$ cat config.mk
export PLATFORM = sky130hd
export DESIGN_NAME = execute_multdiv
export DESIGN_NICKNAME = d
export VERILOG_FILES = /design/src/rtl/multdiv_pkg.sv /design/src/rtl/booth_radix4_step.sv /design/src/rtl/execute_multdiv.sv
export SDC_FILE = /design/constraint.sdc
export NUM_CORES = 1
export LEC_CHECK = 0
export ABC_CLOCK_PERIOD_IN_PS = 7800
export CAP_MARGIN = 10
export CORE_ASPECT_RATIO = 2
export CORE_UTILIZATION = 50
export CTS_BUF_LIST = sky130_fd_sc_hd__clkbuf_4 sky130_fd_sc_hd__clkbuf_8 sky130_fd_sc_hd__clkbuf_16
export DETAILED_ROUTE_END_ITERATION = 6
export PLACE_DENSITY = 0.8
export SLEW_MARGIN = 20
export SYNTH_ARGS = -nofsm -noshare
export SYNTH_HDL_FRONTEND = slang
export SYNTH_SLANG_ARGS = --single-unit
export TNS_END_PERCENT = 5
$ cat constraint.sdc
create_clock -name clock -period 7.8 [get_ports clock]
set_input_delay 1.56 -clock clock [delete_from_list [all_inputs] [get_ports clock]]
set_output_delay 1.56 -clock clock [all_outputs]
set_load 0.02 [all_outputs]
$ cat src/rtl/multdiv_pkg.sv
// multdiv_pkg: shared state, iteration counts and Booth digit encoding
// for the iterative multiply/divide unit.
package multdiv_pkg;
    typedef enum logic [1:0] {IDLE, MUL, DIV, DONE} state_t;
    localparam int CNT_W = 6;
    localparam logic [CNT_W-1:0] MUL_ITER = CNT_W'(16);
    localparam logic [CNT_W-1:0] DIV_ITER = CNT_W'(32);
    typedef enum logic [2:0] {BZERO, BPOS1, BPOS2, BNEG1, BNEG2} boothDigit_t;
    function automatic boothDigit_t boothDecode(input logic [2:0] w);
        return (w == 3'b011) ? BPOS2 :
               (w == 3'b100) ? BNEG2 :
               (w == 3'b001 || w == 3'b010) ? BPOS1 :
               (w == 3'b101 || w == 3'b110) ? BNEG1 : BZERO;
    endfunction
endpackage

$ cat src/rtl/booth_radix4_step.sv
// booth_radix4_step: maps a 3-bit multiplier window to the addend 0, +-B or +-2B.
module booth_radix4_step
    import multdiv_pkg::*;
(
    input  logic [2:0]  window,
    input  logic [33:0] bExt,
    output logic [33:0] addend
);
    boothDigit_t digit;
    logic [33:0] mag;
    always_comb begin
        digit = boothDecode(window);
        mag = (digit == BPOS2 || digit == BNEG2) ? bExt << 1 : bExt;
        addend = (digit == BZERO) ? '0 : (digit == BNEG1 || digit == BNEG2) ? -mag : mag;
    end
endmodule

$ cat src/rtl/execute_multdiv.sv
// execute_multdiv: iterative signed 32-bit radix-4 Booth multiply and
// non-restoring divide sharing one 66-bit accumulator.
module execute_multdiv
    import multdiv_pkg::*;
#(
    parameter int WIDTH = 32
)(
    input  logic             clock,
    input  logic             reset_n,
    input  logic [WIDTH-1:0] data_operandA,
    input  logic [WIDTH-1:0] data_operandB,
    input  logic             ctrl_MULT,
    input  logic             ctrl_DIV,
    output logic [WIDTH-1:0] data_result,
    output logic             data_exception,
    output logic             data_resultRDY,
    output logic             busy
);
    state_t state;
    logic [CNT_W-1:0] iterCnt;
    logic [65:0] acc;
    logic [33:0] opB;
    logic boothPrev, negA, negB;
    logic [33:0] addend, boothSum, remShift, remNext;
    logic [31:0] magA, magB, quotient;
    logic mulOvf, divZero;

    booth_radix4_step uStep (
        .window ({acc[1:0], boothPrev}),
        .bExt   (opB),
        .addend (addend)
    );

    // In DIV, acc is {remainder[33:0], quotient[31:0]} and opB holds |B|.
    always_comb begin
        magA = data_operandA[WIDTH-1] ? -data_operandA : data_operandA;
        magB = data_operandB[WIDTH-1] ? -data_operandB : data_operandB;
        boothSum = acc[65:32] + addend;
        remShift = acc[64:31];
        remNext = acc[65] ? remShift + opB : remShift - opB;
        quotient = (negA ^ negB) ? -acc[31:0] : acc[31:0];
        mulOvf = !((&acc[63:31]) || !(|acc[63:31]));
        divZero = ~|opB;
    end

    always_ff @(posedge clock or negedge reset_n) begin
        if (!reset_n) begin
            state <= IDLE;
            iterCnt <= '0;
            acc <= '0;
            opB <= '0;
            boothPrev <= 1'b0;
            negA <= 1'b0;
            negB <= 1'b0;
            data_result <= '0;
            data_exception <= 1'b0;
            data_resultRDY <= 1'b0;
            busy <= 1'b0;
        end else begin
            data_resultRDY <= 1'b0;
            if (ctrl_MULT) begin
                state <= MUL;
                busy <= 1'b1;
                iterCnt <= '0;
                acc <= {34'b0, data_operandA};
                opB <= {{2{data_operandB[WIDTH-1]}}, data_operandB};
                boothPrev <= 1'b0;
            end else if (ctrl_DIV) begin
                state <= DIV;
                busy <= 1'b1;
                iterCnt <= '0;
                acc <= {34'b0, magA};
                opB <= {2'b0, magB};
                negA <= data_operandA[WIDTH-1];
                negB <= data_operandB[WIDTH-1];
            end else begin
                case (state)
                    MUL: begin
                        if (iterCnt == MUL_ITER) begin
                            state <= DONE;
                            busy <= 1'b0;
                            data_resultRDY <= 1'b1;
                            data_result <= acc[31:0];
                            data_exception <= mulOvf;
                        end else begin
                            acc <= {{2{boothSum[33]}}, boothSum, acc[31:2]};
                            boothPrev <= acc[1];
                            iterCnt <= iterCnt + CNT_W'(1);
                        end
                    end
                    DIV: begin
                        if (iterCnt == DIV_ITER || divZero) begin
                            state <= DONE;
                            busy <= 1'b0;
                            data_resultRDY <= 1'b1;
                            data_result <= divZero ? '0 : quotient;
                            // Only INT_MIN / -1 yields a positive quotient of 2^31.
                            data_exception <= divZero || (!(negA ^ negB) && acc[31]);
                        end else begin
                            acc <= {remNext, acc[30:0], ~remNext[33]};
                            iterCnt <= iterCnt + CNT_W'(1);
                        end
                    end
                    default: state <= IDLE;
                endcase
            end
        end
    end
endmodule

==> impl_metrics.toml, run 1 <==
[clock_tree]
h-tree-depth = 4
cts-buffers-inserted = 17
post_cts.repair.setup_buffers = 0
cts_root_buffer = "clkbuf_16"
cts_hold_buf = 0
ctsResizeCount = 0
clk_latency_ns = 0.47
cts_tree = "yes"
clockBufferDepth = 2
clk_pin_slew_ns = 0.07
cts.sinks = 145

[sta]
maxSlewHeadroom = 0.230
finalCriticalPeriod_ns = 6.07
setup_viol = 0
period_share = 0.778
hold_slack_ns = 0.477
drv_slew = 0
worstMarginPinSlew_ns = 1.14
rsz0062_at_grt = "false"
finClkSkew_ns = 0.0145
fmax_mhz = 165
hold_viol_final = 0
fin_setup_tns_ns = 0

[cells_and_area]
layout.nets = 2145
syn2layout_area_growth_pct = 11.3
drive_above_1_share = 0.0512
final_area_um2 = 16400
antennaDiodeCount = 0
fin_cells = 2371

[critical_path]
worstPathMaxFanout = 24
critPathMostFrequentCell = "a21oi_1"
cp_num_buf_inv = 1
cp_slowest_stage_delay_ns = 0.54
worst_path_max_delay_cell = "dfrtp_1"
path_delay_family = "compound AO/OA/AOI/OAI gates"
worst-r2r-setup-slack_ns = 1.73
path_cells = "and2_0 -> buf_4 -> mux2i_2 -> nor2_1 -> a21oi_1 -> ha_1 -> o211ai_1 -> nor3_1 -> nand2b_1 -> o31ai_1 -> a21oi_1 -> o21ai_0 -> ha_1 -> a21oi_1 -> o211ai_1 -> a221oi_1 -> nor3b_1 -> a21oi_1 -> a21oi_1 -> o311a_1 -> xnor2_1 -> nor2_1 -> a221o_1"
worstPathArrival_ns = 6.42
cp_data_required_time_ns = 8.15
startpoint_type = "register"
path_class = "reg -> reg"
end_kind = "register"

[detailed_routing]
wire_per_inst_um = 20.5
drtPass1Iterations = 6
wl_um = 48500
drcViolationCount = 0
drt-initial-drc-count = 1013
via_per_inst = 6.42
via_count = 15225
ant_nets = 0

[grt]
grt_pass1_wl_um = 76100
antenna_found_initial = 0
grt_overflow = 0
grt_pass1_vias = 14722
grt_max_degree = 89
groute.usage.overall = 0.328

[logic_synthesis]
synth-seq-cells = 145
seq_area_frac_synth = 0.246
synth_most_common_cell = "nand2_1"
synth_top_area_frac = 0.246
synth_cell_types = 77
synth_top_family_by_area = "compound AO/OA/AOI/OAI gates"
synth.mux.area_fraction = 0.0132
yosys_warnings = 0
synth_edf_count = 0
synth_largest_area_cell = "dfrtp_1"
synthCells = 2000
synth_ff_type = "dfrtp_1"
synthTopCellsByArea = "dfrtp_1 25%, o21ai_0 7.5%, ha_1 6.5%"
synth_adder_area_share = 0.0672
synth-xor-area-share = 0.0962
syn_nets = 2146
synth_area_um2 = 14700
yosys-top-cells-count = "232 x nand2_1, 222 x o21ai_0, 181 x nor2_1, 175 x a21oi_1, 145 x dfrtp_1"
synth_compound_area_frac = 0.295
async_flop_share = 1.00
synth_area_per_cell_um2 = 7.37
synthSimpleGateAreaFrac = 0.229

[placement]
place_congestion = 0.998
numPortBuffers = 102
placedCellCount = 2340
dp_hpwl_um = 36200
dpl_cell_area_um2 = 15800

[floorplanning]
ioPinCount = 103
die_x_um = 123
rows = 88
initial_core_util = 0.509
die_y_um = 245
core_um2 = 29000
die_area_um2 = 30200

[power_and_ir_drop]
p_leak_nw = 6.56
p_int_mw = 2.25
p_switching_mw = 1.73
pwr_density_cell_nw_per_um2 = 242
netSwitchingFraction = 0.436
peakVddDrop_v = 0.000215
power_frac_clock = 0.225
seqPwrFrac = 0.282
power_mw = 3.98
combPwrFrac = 0.493

[run_status]
run_status = "completed"

[run]
drv_cap = 0

[min_path]
hold_class = "reg -> reg"
[power groups by stage]
stage | logic (mW) | clock network (mW) | registers (mW)
finish | 1.96 | 0.893 | 1.12
global route | 2.15 | 0.929 | 1.15
CTS | 1.93 | 0.896 | 1.12
detailed placement | 1.92 | 0 | 1.13
global placement | 1.89 | 0 | 1.12
floorplan | 1.30 | 0 | 1.13
[per-stage QoR]
step           worst slack [ns]   util
6_report                   1.73  0.567
3_5_place_dp               1.91  0.545
5_1_grt                    1.25  0.567
2_1_floorplan              2.09      -
4_1_cts                    1.89  0.567
3_3_place_gp               2.07  0.545
[worst reg2reg max path: stages, from the launching register on]
cell and delay [ns]:
dfrtp_1 0.54, and2_0 0.22, buf_4 0.22, mux2i_2 0.33, nor2_1 0.08, a21oi_1 0.14, ha_1 0.26, o211ai_1 0.37
nor3_1 0.37, nand2b_1 0.14, o31ai_1 0.23, a21oi_1 0.11, o21ai_0 0.21, ha_1 0.34, a21oi_1 0.19, o211ai_1 0.15
a221oi_1 0.34, nor3b_1 0.27, a21oi_1 0.19, a21oi_1 0.47, o311a_1 0.27, xnor2_1 0.13, nor2_1 0.09, a221o_1 0.30
[cells by family after synthesis]
family,count (synthesis)
AND/OR/NAND/NOR,703
adder cells (fa/ha/maj),78
XOR/XNOR,162
AO/OA/AOI/OAI,705
buffers and inverters,188
flip-flops,145
multiplexers,19
[state kept, by name (all words and copies together), names as in the netlist]
signal          count
negA                1
data_result        32
data_resultRDY      1
opB                33
data_exception      1
negB                1
iterCnt             6
busy                1
state               2
acc                66
boothPrev           1
[cell usage in the layout, fill, tap and decap left out, types with 14 or more instances in the layout]
| master | synthesis | final |
|---|---|---|
| xnor2_1 | 63 | 63 |
| inv_1 | 43 | 43 |
| nor2b_1 | 37 | 37 |
| a211oi_1 | 51 | 51 |
| nor4_1 | 27 | 27 |
| or3_1 | 29 | 29 |
| nand2b_1 | 19 | 19 |
| clkdlybuf4s50_1 | 0 | 99 |
| clkbuf_16 | 0 | 17 |
| nand2_1 | 232 | 232 |
| nand4_1 | 19 | 19 |
| a31oi_1 | 27 | 27 |
| a21o_1 | 39 | 39 |
| o31ai_1 | 25 | 25 |
| nor2_1 | 181 | 177 |
| mux2i_1 | 15 | 14 |
| o21ai_0 | 222 | 222 |
| o22ai_1 | 18 | 18 |
| nor3b_1 | 18 | 18 |
| buf_4 | 3 | 23 |
| o211ai_1 | 18 | 18 |
| nand3_1 | 24 | 24 |
| dfrtp_1 | 145 | 145 |
| ha_1 | 76 | 75 |
| nor3_1 | 51 | 51 |
| a22oi_1 | 24 | 24 |
| or2_2 | 17 | 17 |
| xor2_1 | 99 | 99 |
| a21oi_1 | 175 | 175 |
[layer usage]
metal	up-vias	GRT usage	wire length, um
li1	7266	-	-
met1	7098	0.331	16900
met2	654	0.582	24900
met3	207	0.0537	2650
met4	0	0.259	4000
met5	-	0	0
[cell type report]
cell class / count / area [um2]
Clock buffer: 20 / 467
Multi-Input combinational cell: 1667 / 10400
Sequential cell: 145 / 3630
Timing Repair Buffer: 125 / 1180
Clock inverter: 11 / 153
Fill cell: 2719 / 12500
Inverter: 43 / 161
Tap cell: 360 / 450
[path summary, 6_finish.rpt]
kind,endpoint,startpoint,cells after the start
max in group asynchronous,acc[8],reset_n,2
worst max-delay path,acc[63],acc[0],23
worst min-delay path,data_result[17],data_result[17],2
min in group asynchronous,opB[2],reset_n,1
worst min register to register,data_result[17],data_result[17],2
worst max register to register,acc[63],acc[0],23
Note: power is estimated with default switching activity, not from simulation.
==> inputs of run 2 (changes only) <==
ABC_CLOCK_PERIOD_IN_PS = 5300   (was 7800)
PLACE_DENSITY = 0.83   (was 0.8)
clock period = 5.3 ns   (was 7.8 ns; I/O delays follow)
==> run 2 against run 1 <==
  * Register-to-register slack worse by 1.7 ns
  * Clock power grew 38%
  * Highest routed layer unchanged
  * Routed wire length up 1.3%
==> impl_metrics.toml, run 2 (synthesis gave the netlist of run 1 again) <==
[min_path]
hold_class = "reg -> reg"

[floorplanning]
die_y_um = 245
die_x_um = 123
die_area_um2 = 30200
rows = 88
ioPinCount = 103
core_um2 = 29000
initial_core_util = 0.509

[critical_path]
worstPathArrival_ns = 5.57
worstPathMaxFanout = 5
cp_num_buf_inv = 2
path_cells = "or4_4 -> or2_2 -> nor4_4 -> buf_4 -> nand2_1 -> nor2_1 -> nor2_1 -> xor2_1 -> ha_2 -> nand3_1 -> nor2_2 -> and4_1 -> o41ai_2 -> and3_1 -> o41ai_2 -> buf_4 -> a21oi_1 -> a41oi_2 -> o311ai_4 -> a221o_1"
end_kind = "register"
worst_path_max_delay_cell = "or4_4"
cp_slowest_stage_delay_ns = 0.57
cp_data_required_time_ns = 5.65
path_delay_family = "simple AND/OR/NAND/NOR gates"
startpoint_type = "register"
path_class = "reg -> reg"

[cells_and_area]
fill_cells = 2589
layout_commonest_cell = "nand2_1"
top_regs = "acc (66), opB (33), data_result (32)"
syn2layout_area_growth_pct = 14.2
largest_reg_flops = 66
layout.nets = 2191
antennaDiodeCount = 0
ff_latch_area_um2 = 3630
multi_input_area_um2 = 10500
finish.utilization = 0.582
regMostFlops = "acc"
drive_above_1_share = 0.0811
final_cell_mix = "232 x nand2_1, 221 x o21ai_0, 175 x nor2_1"

[detailed_routing]
drcViolationCount = 0
via_per_inst = 6.51
wl_um = 49100
ant_nets = 0
drt-initial-drc-count = 1282
via_count = 15751
wire_per_inst_um = 20.3
drtPass1Iterations = 5

[grt]
grt_max_degree = 93
antenna_found_initial = 0
grt_overflow = 0
grt_pass1_wl_um = 76900
grt_pass1_vias = 15202
groute.usage.overall = 0.331

[clock_tree]
cts-buffers-inserted = 17
cts_tree = "yes"
cts_root_buffer = "clkbuf_16"
clockBufferDepth = 2
clk_pin_slew_ns = 0.07
h-tree-depth = 4
cts.sinks = 145
clk_latency_ns = 0.47
cts_hold_buf = 0

[run_status]
run_status = "completed"

[sta]
rsz0062_at_grt = "true"
finClkSkew_ns = 0.0112
setup_viol = 0
fmax_mhz = 192
maxSlewHeadroom = 0.0545
fin_setup_tns_ns = 0
finalWorstSetupSlack_ns = 0.0830
worstMarginPinSlew_ns = 1.41
hold_viol_final = 0
finalCriticalPeriod_ns = 5.22
drv_slew = 0
period_share = 0.984

[placement]
place_congestion = 1.01
dp_hpwl_um = 36200
numPortBuffers = 102
dp_slack_ns = -0.388

[run]
drv_cap = 0

[power_and_ir_drop]
power_mw = 5.88
pwr_density_cell_nw_per_um2 = 349
p_leak_nw = 6.79
peakVddDrop_v = 0.000285
==> run 2: changes by cell type in the layout (fill, tap and decap cells not counted), sizes merged <==
cell / previous run / this run
clkinvlp: 0 / 3
clkinv: 5 / 4
clkbuf: 20 / 19
bufinv: 3 / 1
buf: 26 / 72
inv: 46 / 48
==> run 2: worst paths after layout <==
check | slack, ns | start | endpoint | cells after the start
setup / recovery | 0.08 | opB[8] | acc[65] | 20
hold / removal | 0.48 | data_result[15] | data_result[15] | 2
setup reg to reg | 0.08 | opB[8] | acc[65] | 20
hold reg to reg | 0.48 | data_result[15] | data_result[15] | 2
max in group asynchronous | 3.60 | reset_n | acc[0] | 2
min in group asynchronous | 0.69 | reset_n | opB[3] | 1
==> run 2: repair_timing <==
action | 4_1_cts | 5_1_grt
setup buffers | 0 | 4
endpoints found under the setup margin | 2 | 11
pin swaps | 0 | 4
cloned | 0 | 0
resized for setup | 8 | 12
==> run 2: cell type report <==
| class | count | area share |
|---|---|---|
| multi-input cells | 1667 | 0.623 |
| clock inverters | 13 | 0.00750 |
| clock buffers | 19 | 0.0265 |
| flip-flops and latches | 145 | 0.215 |
| inverters | 43 | 0.00958 |
| repair buffers | 171 | 0.0916 |
| well taps | 360 | 0.0267 |
==> run 2: per-stage QoR <==
step | hold WS, ns | instance area (um2) | instances
2_1_floorplan | 0.469 | 14800 | 2000
3_3_place_gp | 0.460 | 16100 | 2382
3_5_place_dp | 0.470 | 16100 | 2382
4_1_cts | 0.484 | 16800 | 2414
5_1_grt | 0.504 | 16800 | 2418
6_report | 0.478 | 16800 | 2418
==> run 2: routing by layer <==
layer  vias to the layer above  global-route usage  share of wire
met5                         -                   0              0
met4                         0               0.268          0.084
met3                       254              0.0625          0.065
met2                       826               0.578           0.51
met1                      7314               0.333           0.34
li1                       7357                   -              -
==> run 2: report_power, final <==
| part | switching [mW] | internal [mW] | total [mW] |
|---|---|---|---|
| combinational | 1.76 | 1.26 | 3.02 |
| sequential | 0.296 | 1.33 | 1.63 |
| clock | 0.555 | 0.671 | 1.23 |
| total | 2.61 | 3.27 | 5.88 |
==> run 2: worst reg2reg max path: cells and delay by family (launching register included) <==
| kind | cells | cell delay [ns] |
|---|---|---|
| buffers and inverters | 2 | 0.37 |
| adder cells (fa/ha/maj) | 1 | 0.38 |
| AO/OA/AOI/OAI | 6 | 1.40 |
| AND/OR/NAND/NOR | 10 | 2.40 |
| flip-flops | 1 | 0.39 |
| XOR/XNOR | 1 | 0.17 |
